--- src/rtl/trap_csr_unit.sv ---
// Trap CSR unit: owns STATUS/INTMASK/SCAUSE/SEPC and the taken-trap cause,
// and sequences trap entry (flush, vector redirect) and trap return.
module trap_csr_unit #(
  parameter logic [31:0] VECTOR_BASE     = 32'h0000_1000,
  parameter int          VEC_STRIDE_LOG2 = 4
) (
  input  logic        clk,
  input  logic        rst_n,
  input  logic        int_signal,
  input  logic        exl_set,
  input  logic [2:0]  int_pend,
  input  logic [7:0]  src_set,
  input  logic        ex_valid,
  input  logic [31:0] ex_pc,
  input  logic        sret,
  input  logic        csr_we,
  input  logic [1:0]  csr_addr,
  input  logic [31:0] csr_wdata,
  output logic [31:0] csr_rdata,
  output logic [7:0]  status,
  output logic [7:0]  intmask,
  output logic [7:0]  scause,
  output logic [2:0]  trap_cause,
  output logic [31:0] sepc,
  output logic        flush,
  output logic        redirect,
  output logic [31:0] redirect_pc
);

  typedef enum logic [1:0] {IDLE, ENTER, VECTOR, RET} state_t;

  state_t      state, state_next;
  logic [7:0]  status_next, intmask_next, scause_next, scause_clr;
  logic [2:0]  trap_cause_next;
  logic [31:0] sepc_next;
  logic [31:0] vector_pc;
  logic        trap_take;

  assign trap_take = int_signal & exl_set & ex_valid;
  assign vector_pc = VECTOR_BASE + (32'(trap_cause) << VEC_STRIDE_LOG2);

  always_comb begin
    state_next      = state;
    status_next     = status;
    intmask_next    = intmask;
    trap_cause_next = trap_cause;
    sepc_next       = sepc;
    scause_clr      = 8'h00;
    case (state)
      IDLE: begin
        // A trap wins over sret/CSR writes; the dropped instruction re-executes after return.
        if (trap_take) begin
          state_next              = ENTER;
          sepc_next               = ex_pc;
          status_next[0]          = 1'b1;
          trap_cause_next         = int_pend;
          scause_clr[int_pend]    = 1'b1;
        end else if (sret && ex_valid) begin
          state_next = RET;
        end else if (csr_we && ex_valid) begin
          case (csr_addr)
            2'd0: status_next  = csr_wdata[7:0];
            2'd1: intmask_next = csr_wdata[7:0];
            2'd2: scause_clr   = csr_wdata[7:0];
            2'd3: sepc_next    = {csr_wdata[31:2], 2'b00};
            default: ;
          endcase
        end
      end
      ENTER:  state_next = VECTOR;
      VECTOR: state_next = IDLE;
      RET: begin
        state_next     = IDLE;
        status_next[0] = 1'b0;
      end
      default: state_next = IDLE;
    endcase
    // New pulses are applied after clears so a same-cycle set survives.
    scause_next = (scause & ~scause_clr) | src_set;
  end

  always_ff @(posedge clk or negedge rst_n) begin
    if (!rst_n) begin
      state      <= IDLE;
      status     <= 8'h00;
      intmask    <= 8'h00;
      scause     <= 8'h00;
      trap_cause <= 3'd0;
      sepc       <= 32'h0;
    end else begin
      state      <= state_next;
      status     <= status_next;
      intmask    <= intmask_next;
      scause     <= scause_next;
      trap_cause <= trap_cause_next;
      sepc       <= sepc_next;
    end
  end

  assign flush    = (state != IDLE);
  assign redirect = (state == VECTOR) || (state == RET);

  always_comb begin
    redirect_pc = 32'h0;
    if (state == VECTOR)   redirect_pc = vector_pc;
    else if (state == RET) redirect_pc = sepc;
  end

  always_comb begin
    csr_rdata = 32'h0;
    case (csr_addr)
      2'd0: csr_rdata = {24'h0, status};
      2'd1: csr_rdata = {24'h0, intmask};
      2'd2: csr_rdata = {24'h0, scause};
      2'd3: csr_rdata = sepc;
      default: ;
    endcase
  end

endmodule

--- config.mk ---
export PLATFORM = sky130hd
export DESIGN_NAME = trap_csr_unit
export DESIGN_NICKNAME = d
export VERILOG_FILES = /design/src/rtl/trap_csr_unit.sv
export SDC_FILE = /design/constraint.sdc
export NUM_CORES = 1
export LEC_CHECK = 0
export BUFFER_PORTS_ARGS = -buffer_cell sky130_fd_sc_hd__buf_2
export CORE_ASPECT_RATIO = 0.6
export CORE_MARGIN = 10
export CORE_UTILIZATION = 41
export CTS_BUF_LIST = sky130_fd_sc_hd__clkbuf_2 sky130_fd_sc_hd__clkbuf_4 sky130_fd_sc_hd__clkbuf_8
export DETAILED_ROUTE_END_ITERATION = 8
export HOLD_SLACK_MARGIN = 0.02
export PLACE_DENSITY = 0.86
export SLEW_MARGIN = 20
export SYNTH_ARGS = -nofsm -noshare
export SYNTH_HDL_FRONTEND = slang
export SYNTH_SLANG_ARGS = --single-unit
--- constraint.sdc ---
create_clock -name clk -period 1.7 [get_ports clk]
set_input_delay 0.085 -clock clk [delete_from_list [all_inputs] [get_ports clk]]
set_output_delay 0.085 -clock clk [all_outputs]
set_load 0.01 [all_outputs]
# After elaboration in Yosys (flattened, before gate mapping)
# Cells that the tools add are included.
# Widths: inputs -> output; s select.
# op_classes
addsub,1
n_lt_le_gt_ge,2
eq_ne,11
mux,22
n_bitwise,7
reduce_logical,16
# ops
cell,n
$mux 32,6
$pmux 32 s4,1
$mux 8,5
$add 13x7->14 const A,1
$ne 3x3->1 const B,4
$reduce_and 5->1,2
$and 8x8->8,1
$eq 2x2->1 const B,4
$not 8->8,1
$or 8x8->8,1
$reduce_and 4->1,2
$reduce_bool 2->1,4
$pmux 2 s3,1
$mux 1,5
$eq 2x1->1 const B,2
$logic_not 2->1,2
$lt 3x4->1 const B,1
$mux 2,2
$demux 1 s3,1
$ge 3x1->1 const B,1
$logic_and 1x1->1,3
$and 1x1->1,2
$ne 2x2->1 const B,1
$not 1->1,2
4 further kinds,4
# word_totals
regBits,61
input_bits,84
output_inout_bits,125
word_cells,66

# Longest topological paths before layout
# logic_depth
depth_word,9
depth_mapped,5
mapped_depth_nobuf,4

# Worst setup path after synthesis
# Ideal clock, no wire load.
# synth_path
path_kind,register to register
from,reg state[0]
to,reg sepc[20]
setup_time_ns,0.128
arrival_time_ns,1.479
required_time_ns,1.572
setup_slack_ns,0.093
path_stages_with_launch,6
n_path_buf,2
synth_period_minus_slack_ns,1.607
cell_sequence,dfrtp_1 buf_4 nor4bb_1 a22o_2 buf_6 mux2_1
# synth_between
elab_chain_cells,2
# synth_lines
element,line_no,text
from (decl),32,"state_t state, state_next;"
from (signal assigned),91,state <= state_next;
$logic_not 2->1,49,case (state)
$reduce_and 4->1 (no source line),n/a,
to (signal assigned),96,sepc <= sepc_next;
to (decl),24,"output logic [31:0] sepc,"
# No other way between the ends.
# A chain may end at the register's enable or synchronous reset.

# Final worst setup path
# layout_path
from,reg state[0]
to,reg sepc[3]
# The elaborated chain is that of the path after synthesis.

==> impl_metrics.ini <==
[run_status]
status = finished clean

[die]
die_w_um = 142
pin_count = 209
coreArea_um2 = 8590
fp-row-count = 26
start_util = 0.424
dieHeight_um = 93.0
dieArea_um2 = 13200

[clock_tree]
cts_buffer_depth = 2
worst_setup_hold_path_clk_slew_ns = 0.07
clock_sinks = 61
clk-insertion-delay-late_ns = 0.34
htree_levels = 3
cts_root_buffer = clkbuf_8
cts_tree = done
numCtsBuffers = 9

[sta]
post-route-min-period_ns = 1.67
fin_ws_ns = 0.0258
holdWs_ns = 0.0442
setup_violations = 0
finClkSkew_ns = 0.00666
slew_headroom = 0.627
fmax_mhz = 597
fin_crit_sh = 0.985
hold_viol_final = 0
final.setup.tns_ns = 0
worstMarginPinSlew_ns = 0.559
slew_violations = 0

[finish]
syn_to_final_growth_pct = 45.8
fin_util = 0.618
multi_input_area_um2 = 1920
drive_gt1_frac = 0.641
fillers = 672
seqCellArea_um2 = 1530
antenna_cells = 0
layout.nets = 608

[setup_path]
cp.arrival_ns = 1.90
path_class = flop to flop
cp_top_family = flip-flops
rr_startpoint = state[0]$_DFFE_PN0P_
critPathLaunchType = flop
critical_path_required_ns = 1.92
max_stage_delay_ns = 0.41
critPathBufInv = 2
startpoint = state[0]$_DFFE_PN0P_
critPathSlowestCell = dfrtp_1
cp_cell_sequence = buf_4, nor2_8, a22o_2, buf_12, mux2_2
critPathMaxFanout = 12
cp-end-kind = flop

[synthesis]
synth_top_family_by_area = multiplexers
synth.largest_area_cell = dfrtp_1
synth_edf_count = 0
ys_top_cells_by_area = dfrtp_1, mux2_2, mux2_4
synth_cell_types = 42
synth_nets = 373
seq_area_frac_synth = 0.419
syn_area_um2 = 3640
synth-simple-area-share = 0.157
synth.ff_latch_count = 61
muxShareOfSynthArea = 0.326
netlist.area_leader.share = 0.419
ys_warn_count = 0
synth-adder-area-share = 0
synthXorXnorAreaFrac = 0
synthTopCellsByCount = dfrtp_1, and3_1, mux2_2, mux2_4, clkbuf_1
synth_cells = 289
ys_async_sr_fraction = 1.00
ys.flop_type = dfrtp_1
postSynthAreaPerCell_um2 = 12.6
synth_compound_area_frac = 0.0440
yosysMostFrequentCell = dfrtp_1

[run]
drv_cap = 0

[routing]
viasPerCell = 5.41
ant_nets = 0
vias = 3468
dr.pass1.iters = 4
routedWlPerCell_um = 21.8
drtIter0Drc = 149
drc = 0
wl_mm = 14.0

[power_and_ir_drop]
cellLeakagePower_nw = 2.84
p_per_area_nw_per_um2 = 1120
vdd_drop_max_v = 0.000591

[global_routing]
antenna_found_initial = 0
track_usage = 0.200
overflow = 0
grt_pass1_vias = 3870
grt_max_degree = 40
grt_pass1_wl_mm = 21.0

[min_path]
hold_path.class = input port to flop
worstHoldStart = csr_wdata[2]

[placement]
place_congestion = 0.899
port_buffers = 208
dp_slack_ns = -0.0225
hpwlAfterDp_mm = 10.8
[cells by family (layout without fill, tap and decap cells)]
logic type      after synthesis  after routing
mux                          89             89
simple gates                 88             88
flops                        61             61
buf+inv                      31            271
compound gates               20             20
[through the flow]
stage	instance area (um^2)	instances	power [mW]
floorplan	3640	289	3.36
global placement	4860	605	4.36
finish	5310	641	5.96
detailed placement	4860	605	4.46
global route	5310	641	6.30
CTS	5250	637	6.00
[per-layer routing]
| metal | global-route usage | share of wire |
|---|---|---|
| met2 | 0.344 | 0.49 |
| met4 | 0.0559 | 0.014 |
| met3 | 0.0934 | 0.11 |
| met1 | 0.219 | 0.39 |
| met5 | 0 | 0 |
[what timing repair did]
action,in CTS,in global routing
hold buffers,16,0
endpoints found under the hold margin,40,0
resized for setup,1,2
gates cloned,0,1
setup buffers,0,3
pin swaps,0,3
setup endpoints to repair,8,32
[cell usage in the layout (no fill, tap or decap), types with 2 or more instances in the layout]
| master | synthesis | final |
|---|---|---|
| dlygate4sd3_1 | 0 | 16 |
| buf_6 | 8 | 2 |
| mux2i_1 | 5 | 5 |
| nand3_1 | 3 | 3 |
| nor2b_1 | 4 | 4 |
| buf_4 | 3 | 18 |
| nand2_1 | 4 | 4 |
| buf_12 | 0 | 4 |
| clkinv_2 | 0 | 2 |
| a31o_2 | 4 | 4 |
| nor2_1 | 4 | 4 |
| and3_1 | 50 | 50 |
| mux2_1 | 7 | 7 |
| clkbuf_8 | 0 | 11 |
| or4_1 | 2 | 2 |
| dfrtp_1 | 61 | 60 |
| a31o_1 | 2 | 2 |
| a21oi_1 | 2 | 2 |
| mux2_4 | 27 | 27 |
| bufinv_16 | 0 | 2 |
| nand4_1 | 11 | 11 |
| inv_1 | 5 | 5 |
| mux4_2 | 8 | 8 |
| buf_2 | 2 | 208 |
| o21ai_0 | 3 | 3 |
| mux2_2 | 42 | 42 |
[final timing paths]
path	endpoint	slack, ns	cells past startpoint
worst max-delay path	sepc[3]$_DFFE_PN0P_	0.03	5
worst min-delay path	status[2]$_DFFE_PN0P_	0.04	2
worst max register to register	sepc[3]$_DFFE_PN0P_	0.03	5
worst min register to register	sepc[8]$_DFFE_PN0P_	0.53	1
max in group asynchronous	state[1]$_DFFE_PN0P_	0.82	3
min in group asynchronous	sepc[2]$_DFFE_PN0P_	0.26	2
[area by class of cell]
class	count	share of cell area
flip-flops and latches	61	0.288
multi-input cells	197	0.362
inverters	6	0.00472
clock buffers	12	0.0299
repair buffers	249	0.276
well taps	112	0.0264
clock inverters	4	0.0132
[power by group]
part           internal, mW  switching, mW  total, mW
Combinational          1.15           1.05       2.19
Clock                 0.917          0.565       1.48
Sequential             1.87          0.414       2.29
[registers in the layout, indices dropped and copies added (netlist names)]
register,flops
trap_cause,3
intmask,8
status,8
sepc,32
state,2
scause,8
[worst reg2reg max path, cell delays in order, from the launching register on]
cell and delay, ns:
dfrtp_1 0.41, buf_4 0.21, nor2_8 0.15, a22o_2 0.27, buf_12 0.18, mux2_2 0.35
No activity file was read; power rests on OpenSTA's default activity.
